$ cat src/rtl/spi_share_arbiter.sv
// ============================================================================
// Module : spi_share_arbiter
// Brief  : Round-robin sharing of one byte-wide SPI host engine between
//          NumReq requesters, with CS setup/hold/idle sequencing.
// Rev    : 1.0  initial release
// ============================================================================
`default_nettype none

module spi_share_arbiter #(
  parameter int NumReq        = 4,
  parameter int CsSetupCycles = 2,
  parameter int CsHoldCycles  = 2,
  parameter int CsIdleCycles  = 4
) (
  input  logic                clk_i,
  input  logic                rst_ni,
  input  logic [NumReq-1:0]   req_valid_i,
  input  logic [NumReq*8-1:0] req_data_i,
  input  logic [NumReq-1:0]   req_last_i,
  output logic [NumReq-1:0]   req_ready_o,
  output logic [NumReq-1:0]   rsp_valid_o,
  output logic [7:0]          rsp_data_o,
  output logic                host_valid_o,
  output logic [7:0]          host_data_o,
  input  logic                host_ready_i,
  input  logic                host_rsp_valid_i,
  input  logic [7:0]          host_rsp_data_i,
  output logic [NumReq-1:0]   cs_no,
  output logic [NumReq-1:0]   grant_o,
  output logic                busy_o
);

  localparam int IdxW = $clog2(NumReq);

  if (NumReq < 2 || NumReq > 8 ||
      CsSetupCycles < 1 || CsSetupCycles > 15 ||
      CsHoldCycles  < 1 || CsHoldCycles  > 15 ||
      CsIdleCycles  < 1 || CsIdleCycles  > 15) begin : g_bad_param
    $error("spi_share_arbiter: parameter out of range");
  end

  typedef enum logic [2:0] {
    S_IDLE     = 3'd0,
    S_SETUP    = 3'd1,
    S_XFER     = 3'd2,
    S_WAIT_RSP = 3'd3,
    S_HOLD     = 3'd4,
    S_GAP      = 3'd5
  } state_e;

  state_e            r_state, w_state_d;
  logic [3:0]        r_cnt, w_cnt_d;
  logic [NumReq-1:0] r_grant, w_grant_d;
  logic [IdxW-1:0]   r_gidx, w_gidx_d;
  logic [IdxW-1:0]   r_rr_ptr, w_rr_d;
  logic              r_last, w_last_d;

  logic              w_pick_vld;
  logic [IdxW-1:0]   w_pick_idx;
  logic [IdxW-1:0]   w_scan;
  logic              w_hs;

  // First requesting index at or above rr_ptr, wrapping at NumReq.
  always_comb begin
    w_pick_vld = 1'b0;
    w_pick_idx = '0;
    w_scan     = r_rr_ptr;
    for (int k = 0; k < NumReq; k++) begin
      if (!w_pick_vld && req_valid_i[w_scan]) begin
        w_pick_vld = 1'b1;
        w_pick_idx = w_scan;
      end
      w_scan = (w_scan == IdxW'(NumReq - 1)) ? '0 : w_scan + 1'b1;
    end
  end

  always_ff @(posedge clk_i or negedge rst_ni) begin
    if (!rst_ni) begin
      r_state  <= S_IDLE;
      r_cnt    <= '0;
      r_grant  <= '0;
      r_gidx   <= '0;
      r_rr_ptr <= '0;
      r_last   <= 1'b0;
    end else begin
      r_state  <= w_state_d;
      r_cnt    <= w_cnt_d;
      r_grant  <= w_grant_d;
      r_gidx   <= w_gidx_d;
      r_rr_ptr <= w_rr_d;
      r_last   <= w_last_d;
    end
  end

  always_comb begin
    w_state_d    = r_state;
    w_cnt_d      = r_cnt;
    w_grant_d    = r_grant;
    w_gidx_d     = r_gidx;
    w_rr_d       = r_rr_ptr;
    w_last_d     = r_last;
    w_hs         = 1'b0;
    req_ready_o  = '0;
    rsp_valid_o  = '0;
    rsp_data_o   = 8'h00;
    host_valid_o = 1'b0;
    host_data_o  = 8'h00;

    case (r_state)
      S_IDLE: begin
        if (w_pick_vld) begin
          w_grant_d = NumReq'(1) << w_pick_idx;
          w_gidx_d  = w_pick_idx;
          w_cnt_d   = 4'(CsSetupCycles);
          w_state_d = S_SETUP;
        end
      end
      S_SETUP: begin
        w_cnt_d = r_cnt - 4'd1;
        if (r_cnt == 4'd1) w_state_d = S_XFER;
      end
      S_XFER: begin
        host_valid_o = req_valid_i[r_gidx];
        host_data_o  = req_data_i[{r_gidx, 3'b000} +: 8];
        req_ready_o  = r_grant & {NumReq{host_ready_i}};
        w_hs         = req_valid_i[r_gidx] & host_ready_i;
        if (w_hs) begin
          w_last_d  = req_last_i[r_gidx];
          w_state_d = S_WAIT_RSP;
        end
      end
      S_WAIT_RSP: begin
        if (host_rsp_valid_i) begin
          rsp_valid_o = r_grant;
          rsp_data_o  = host_rsp_data_i;
          if (r_last) begin
            w_cnt_d   = 4'(CsHoldCycles);
            w_state_d = S_HOLD;
          end else begin
            w_state_d = S_XFER;
          end
        end
      end
      S_HOLD: begin
        w_cnt_d = r_cnt - 4'd1;
        if (r_cnt == 4'd1) begin
          w_grant_d = '0;
          w_rr_d    = (r_gidx == IdxW'(NumReq - 1)) ? '0 : r_gidx + 1'b1;
          w_cnt_d   = 4'(CsIdleCycles);
          w_state_d = S_GAP;
        end
      end
      S_GAP: begin
        w_cnt_d = r_cnt - 4'd1;
        if (r_cnt == 4'd1) w_state_d = S_IDLE;
      end
      default: w_state_d = S_IDLE;
    endcase
  end

  // CS is the registered grant inverted, so the two can never disagree.
  assign cs_no   = ~r_grant;
  assign grant_o = r_grant;
  assign busy_o  = (r_state != S_IDLE);

endmodule

`default_nettype wire

$ cat config.mk
export PLATFORM = sky130hd
export DESIGN_NAME = spi_share_arbiter
export DESIGN_NICKNAME = d
export VERILOG_FILES = /design/src/rtl/spi_share_arbiter.sv
export SDC_FILE = /design/constraint.sdc
export NUM_CORES = 1
export LEC_CHECK = 0
export ABC_CLOCK_PERIOD_IN_PS = 3300
export CAP_MARGIN = 20
export CORE_MARGIN = 2
export CORE_UTILIZATION = 35
export CTS_BUF_LIST = sky130_fd_sc_hd__clkbuf_4 sky130_fd_sc_hd__clkbuf_8
export DETAILED_ROUTE_END_ITERATION = 12
export PLACE_DENSITY = 0.71
export SLEW_MARGIN = 20
export SYNTH_ARGS = -nofsm -noshare
export SYNTH_HDL_FRONTEND = slang
export SYNTH_SLANG_ARGS = --single-unit
$ cat constraint.sdc
create_clock -name clk_i -period 3.3 [get_ports clk_i]
set_clock_uncertainty 0.15 [all_clocks]
set_input_delay 0.33 -clock clk_i [delete_from_list [all_inputs] [get_ports clk_i]]
set_output_delay 0.33 -clock clk_i [all_outputs]
set_load 0.005 [all_outputs]
======== Yosys cells after proc, flatten, opt, wreduce, memory -nomap -nowiden ========
Cells that the tools add are included.
W data, S select, Z words.
cells by class
  add/subtract/negate cells ............... 5
  order comparisons ....................... 5
  equal/unequal tests ..................... 17
  shifts and indexed selects .............. 2
  muxes and demuxes ....................... 47
  bitwise gates (word level) .............. 3
  reduce and logical (&&, ||, !) cells .... 17
operator list
  operator               number
  $mux W4                9
  $shiftx A32 B6 Y8      1
  $mux W8                3
  $mux W3                7
  $pmux W3 S6            1
  $mux W2                8
  $pmux W4 S4            1
  $lt A2 B3 Y1 const B   5
  $ne A2 B2 Y1 const B   7
  $bmux W1 S2            6
  $mux W1                11
  $add A2 B1 Y2 const B  4
  $eq A2 B2 Y1 const B   4
  $pmux W4 S2            1
  $eq A3 B2 Y1 const B   2
  $eq A3 B3 Y1 const B   2
  $reduce_and A2 Y1      3
  $reduce_and A6 Y1      1
  $and A4 B4 Y4          1
  $eq A4 B1 Y1 const B   1
  $not A4 Y4             1
  $reduce_and A4 Y1      1
  $reduce_bool A4 Y1     1
  $shl A1 B2 Y4 const A  1
  other kinds (10)       14
storage, ports and cells
  register bits after elaboration ......... 16
  input bits .............................. 52
  output and inout bits ................... 34
  word-level logic and storage cells ...... 102

======== Depth between registers and ports, before layout ========
  depth in word-level cells ............... 15
  depth in mapped cells ................... 9
  depth with buffers taken out ............ 8

======== Worst setup path after synthesis ========
OpenSTA, ideal clock, no wires.
  path kind ............................... register -> register
  start point ............................. register r_rr_ptr[0]
  end point ............................... register r_grant[1] (netlist: grant_o[1])
  library setup time ...................... 0.120 ns
  arrival ................................. 2.082 ns
  data required time ...................... 3.030 ns
  path slack .............................. 0.948 ns
  stages on the path, launching flop included .. 8
  buffers on the path ..................... 0
  period minus slack after synthesis ...... 2.352 ns
  cell sequence ........................... dfrtp_1 > ha_1 > xnor2_1 > a21oi_1 > o32ai_4 > a32o_2 > o2111ai_1 > and3b_1
on the way
  cells in the longest elaborated chain, start to end .. 15
  elaborated cells between the ends (all ways) .. 36
  classes of those cells .................. 3 x add/sub; 4 x eq/ne; 1 x shift; 21 x mux; 7 x reduce/logical
ends and longest elaborated chain
  what                                                    RTL line  text
  start, declared                                         55        logic [IdxW-1:0] r_rr_ptr, w_rr_d;
  start signal, assigned                                  90        r_rr_ptr <= w_rr_d;
  branches (longest 15 deep; another with $add A2 B1 Y2)  n/a
  end signal, assigned                                    88        r_grant <= w_grant_d;
  end, declared                                           53        logic [NumReq-1:0] r_grant, w_grant_d;
Parallel ways; which one is timed is not known. The select of a mux whose other input is x is not followed.
A chain may end at the register's enable or synchronous reset.

======== Final worst setup path ========
  start point ............................. register r_rr_ptr[1]
  end point ............................... register r_grant[1] (netlist: grant_o[1])
The elaborated chain is that of the path after synthesis.

==> results.sh <==
export IMPL_grt_max_degree=27
export IMPL_tightest_slew_ns=0.694
export IMPL_finalCritPeriodShare=0.878
export IMPL_drv_cap=0
export IMPL_first_iter_violations=83
export IMPL_hold_viol_final=0
export IMPL_cts_buffers=3
export IMPL_worstPathMaxFanout=13
export IMPL_grt_overflow=0
export IMPL_ys_top_cells_by_count="and2_1, dfrtp_1, nand2_1"
export IMPL_worstPathRequired_ns=3.29
export IMPL_fmax_mhz=345
export IMPL_nNetsFinal=330
export IMPL_r2r_end="grant_o[1]$_DFFE_PN0P_"
export IMPL_ant_nets=0
export IMPL_ys_seq_area_frac=0.227
export IMPL_synth_top_area_cell="dfrtp_1"
export IMPL_num_rows=25
export IMPL_antenna_found_initial=0
export IMPL_swShare=0.415
export IMPL_pwr_share_seq=0.237
export IMPL_p_leak_uw=0.00106
export IMPL_place_gp_congestion=0.934
export IMPL_arrival_ns=2.89
export IMPL_fillCellCount=436
export IMPL_cts_tree="yes"
export IMPL_ys_ff_latch=16
export IMPL_fin_area_sq_um=2680
export IMPL_yosysMostFrequentCell="and2_1"
export IMPL_wl_per_cell_microns=14.2
export IMPL_worstSkewPairLatency_ns=0.25
export IMPL_pwr_share_comb=0.666
export IMPL_finalSetupTns_ns=0
export IMPL_die_w_microns=75.0
export IMPL_synth_cells=195
export IMPL_syn_nets=251
export IMPL_vdd_ir_drop_max_uv=268
export IMPL_rr_startpoint="r_rr_ptr[1]$_DFFE_PN0P_"
export IMPL_worstRegToRegCells=7
export IMPL_syn2layout_area_growth_pct=51.7
export IMPL_cts_root_buf="clkbuf_8"
export IMPL_clock_sinks=16
export IMPL_routed_wl_mm=4.83
export IMPL_num_io_pins=86
export IMPL_grt_use_total=0.175
export IMPL_maxSlewViolCount=0
export IMPL_antenna_cells=0
export IMPL_post_cts_buffers=0
export IMPL_rrSetupSlack_ns=0.40
export IMPL_outcome="complete, no violations"
export IMPL_synthFlopType="dfrtp_1"
export IMPL_pwr_share_clk=0.097
export IMPL_grt_pass1_wl_mm=7.77
export IMPL_cp_start_kind="flip-flop"
export IMPL_synth_top_cell_area_share=0.227
export IMPL_p_sw_uw=750
export IMPL_post_cts_resized=0
export IMPL_power_total_uw=1810
export IMPL_synth_async_reset_ratio=1.00
export IMPL_post_route_min_period_ns=2.90
export IMPL_hold_path_class="in2async"
export IMPL_hpwl_mm=3.88
export IMPL_clk_path_buf_depth=2
export IMPL_drc=0
export IMPL_dr_pass1_iters=4
export IMPL_crit_type="reg2reg"
export IMPL_internal_power_uw=1060
export IMPL_die_h_microns=75.0
export IMPL_utilization=0.560
export IMPL_io_buffers=85
export IMPL_core_sq_um=4790
export IMPL_setup_viol=0
export IMPL_relSlewSlack=0.536
export IMPL_yosysUniqueCellTypes=58
export IMPL_placedInstanceArea_sq_um=2630
export IMPL_cts_hold_buf=0
export IMPL_power_per_cell_area_nw_per_um2=674
export IMPL_syn_area_per_cell_sq_um=9.06
export IMPL_end_kind="flip-flop"
export IMPL_synth_edff_count=0
export IMPL_synth_area_sq_um=1770
export IMPL_final_layout_size_suffix_gt1_frac=0.136
export IMPL_die_area_sq_um=5630
export IMPL_grt_pass1_vias=1715
export IMPL_rsz0062_at_grt="false"
export IMPL_ys_warn_count=0
export IMPL_start_util=0.369
export IMPL_vias_per_cell=5.35
export IMPL_clkSlewWorstSetupHoldPaths_ns=0.06
export IMPL_htreeDepth=1
export IMPL_route_vias_total=1819
export IMPL_synthTopCellsByArea="dfrtp_1, mux4_2, and2_1, nand2_1, a21oi_1"
logic make-up after synthesis:
family	share of synthesized area
compound gates	0.217
xor+xnor	0.00496
fa+ha+maj	0.0283
buf+inv	0.0857
flops	0.227
mux	0.186
simple gates	0.251
sequential cells by signal, summed over array words and instances, names as in the netlist:
register,flops
grant_o,4
r_last,1
r_gidx,2
r_rr_ptr,2
r_state,3
r_cnt,4
cell type report:
type | instances | area (sq um) | share of cell area
Tap cell | 67 | 83.8 | 0.0313
Sequential cell | 16 | 400 | 0.149
Timing Repair Buffer | 89 | 881 | 0.329
Multi-Input combinational cell | 152 | 1210 | 0.453
Inverter | 12 | 45.0 | 0.0168
Clock buffer | 4 | 55.1 | 0.0205
worst max path at each step:
stage	start	to	slack, ns	cells past startpoint
after global routing	r_rr_ptr[1]$_DFFE_PN0P_	grant_o[1]$_DFFE_PN0P_	0.24	7
final	r_rr_ptr[1]$_DFFE_PN0P_	grant_o[1]$_DFFE_PN0P_	0.40	7
after detailed placement	r_rr_ptr[1]$_DFFE_PN0P_	grant_o[1]$_DFFE_PN0P_	0.46	7
after floorplan	r_rr_ptr[0]$_DFFE_PN0P_	grant_o[1]$_DFFE_PN0P_	0.95	7
after global placement	r_rr_ptr[1]$_DFFE_PN0P_	grant_o[1]$_DFFE_PN0P_	0.53	7
after CTS	r_rr_ptr[1]$_DFFE_PN0P_	grant_o[1]$_DFFE_PN0P_	0.46	7
placed cells by master, fill, tap and decap left out, types with 2 or more instances in the layout:
cell              n
clkdlybuf4s50_1  85
and2_1           20
nand2_1          16
dfrtp_1          16
inv_1            12
mux4_2           11
nor2_1           11
a21oi_1          11
nor3_1            8
o21ai_0           8
nor3b_1           4
and3_1            4
mux2_2            4
ha_1              4
clkbuf_8          4
buf_4             4
or2_2             3
nor2b_1           3
a22o_1            3
nand3b_1          2
a21boi_0          2
a31o_2            2
o221ai_1          2
a211oi_1          2
a211o_1           2
routing by layer:
metal / up-vias / global-route usage / share of wire
met4: 0 / 0.0278 / 0.0062
met5: - / 0 / 0
met3: 5 / 0.0335 / 0.097
li1: 878 / - / -
met1: 841 / 0.216 / 0.41
met2: 95 / 0.322 / 0.49
power groups by stage:
| stage | combinational (uW) | sequential, uW | clock, uW |
|---|---|---|---|
| detailed placement | 1200 | 431 | 0 |
| CTS | 1210 | 427 | 177 |
| global placement | 1190 | 429 | 0 |
| finish | 1200 | 428 | 175 |
| floorplan | 920 | 337 | 0 |
| global route | 1330 | 447 | 190 |
metrics by stage:
| stage | hold WS [ns] | instances | setup WS, ns |
|---|---|---|---|
| 2_1_floorplan | -0.116 | 195 | 0.948 |
| 3_3_place_gp | 0.329 | 336 | 0.527 |
| 3_5_place_dp | 0.344 | 336 | 0.462 |
| 4_1_cts | 0.356 | 340 | 0.456 |
| 5_1_grt | 0.381 | 340 | 0.237 |
| 6_report | 0.345 | 340 | 0.401 |
critical path, stage by stage (launching register included):
cell and delay, ns:
dfrtp_1 0.50, ha_1 0.51, xnor2_1 0.43, a21oi_1 0.20, o32ai_4 0.38, a32o_2 0.25, o2111ai_1 0.17, and3b_1 0.20
No activity file was read; power rests on OpenSTA's default activity.
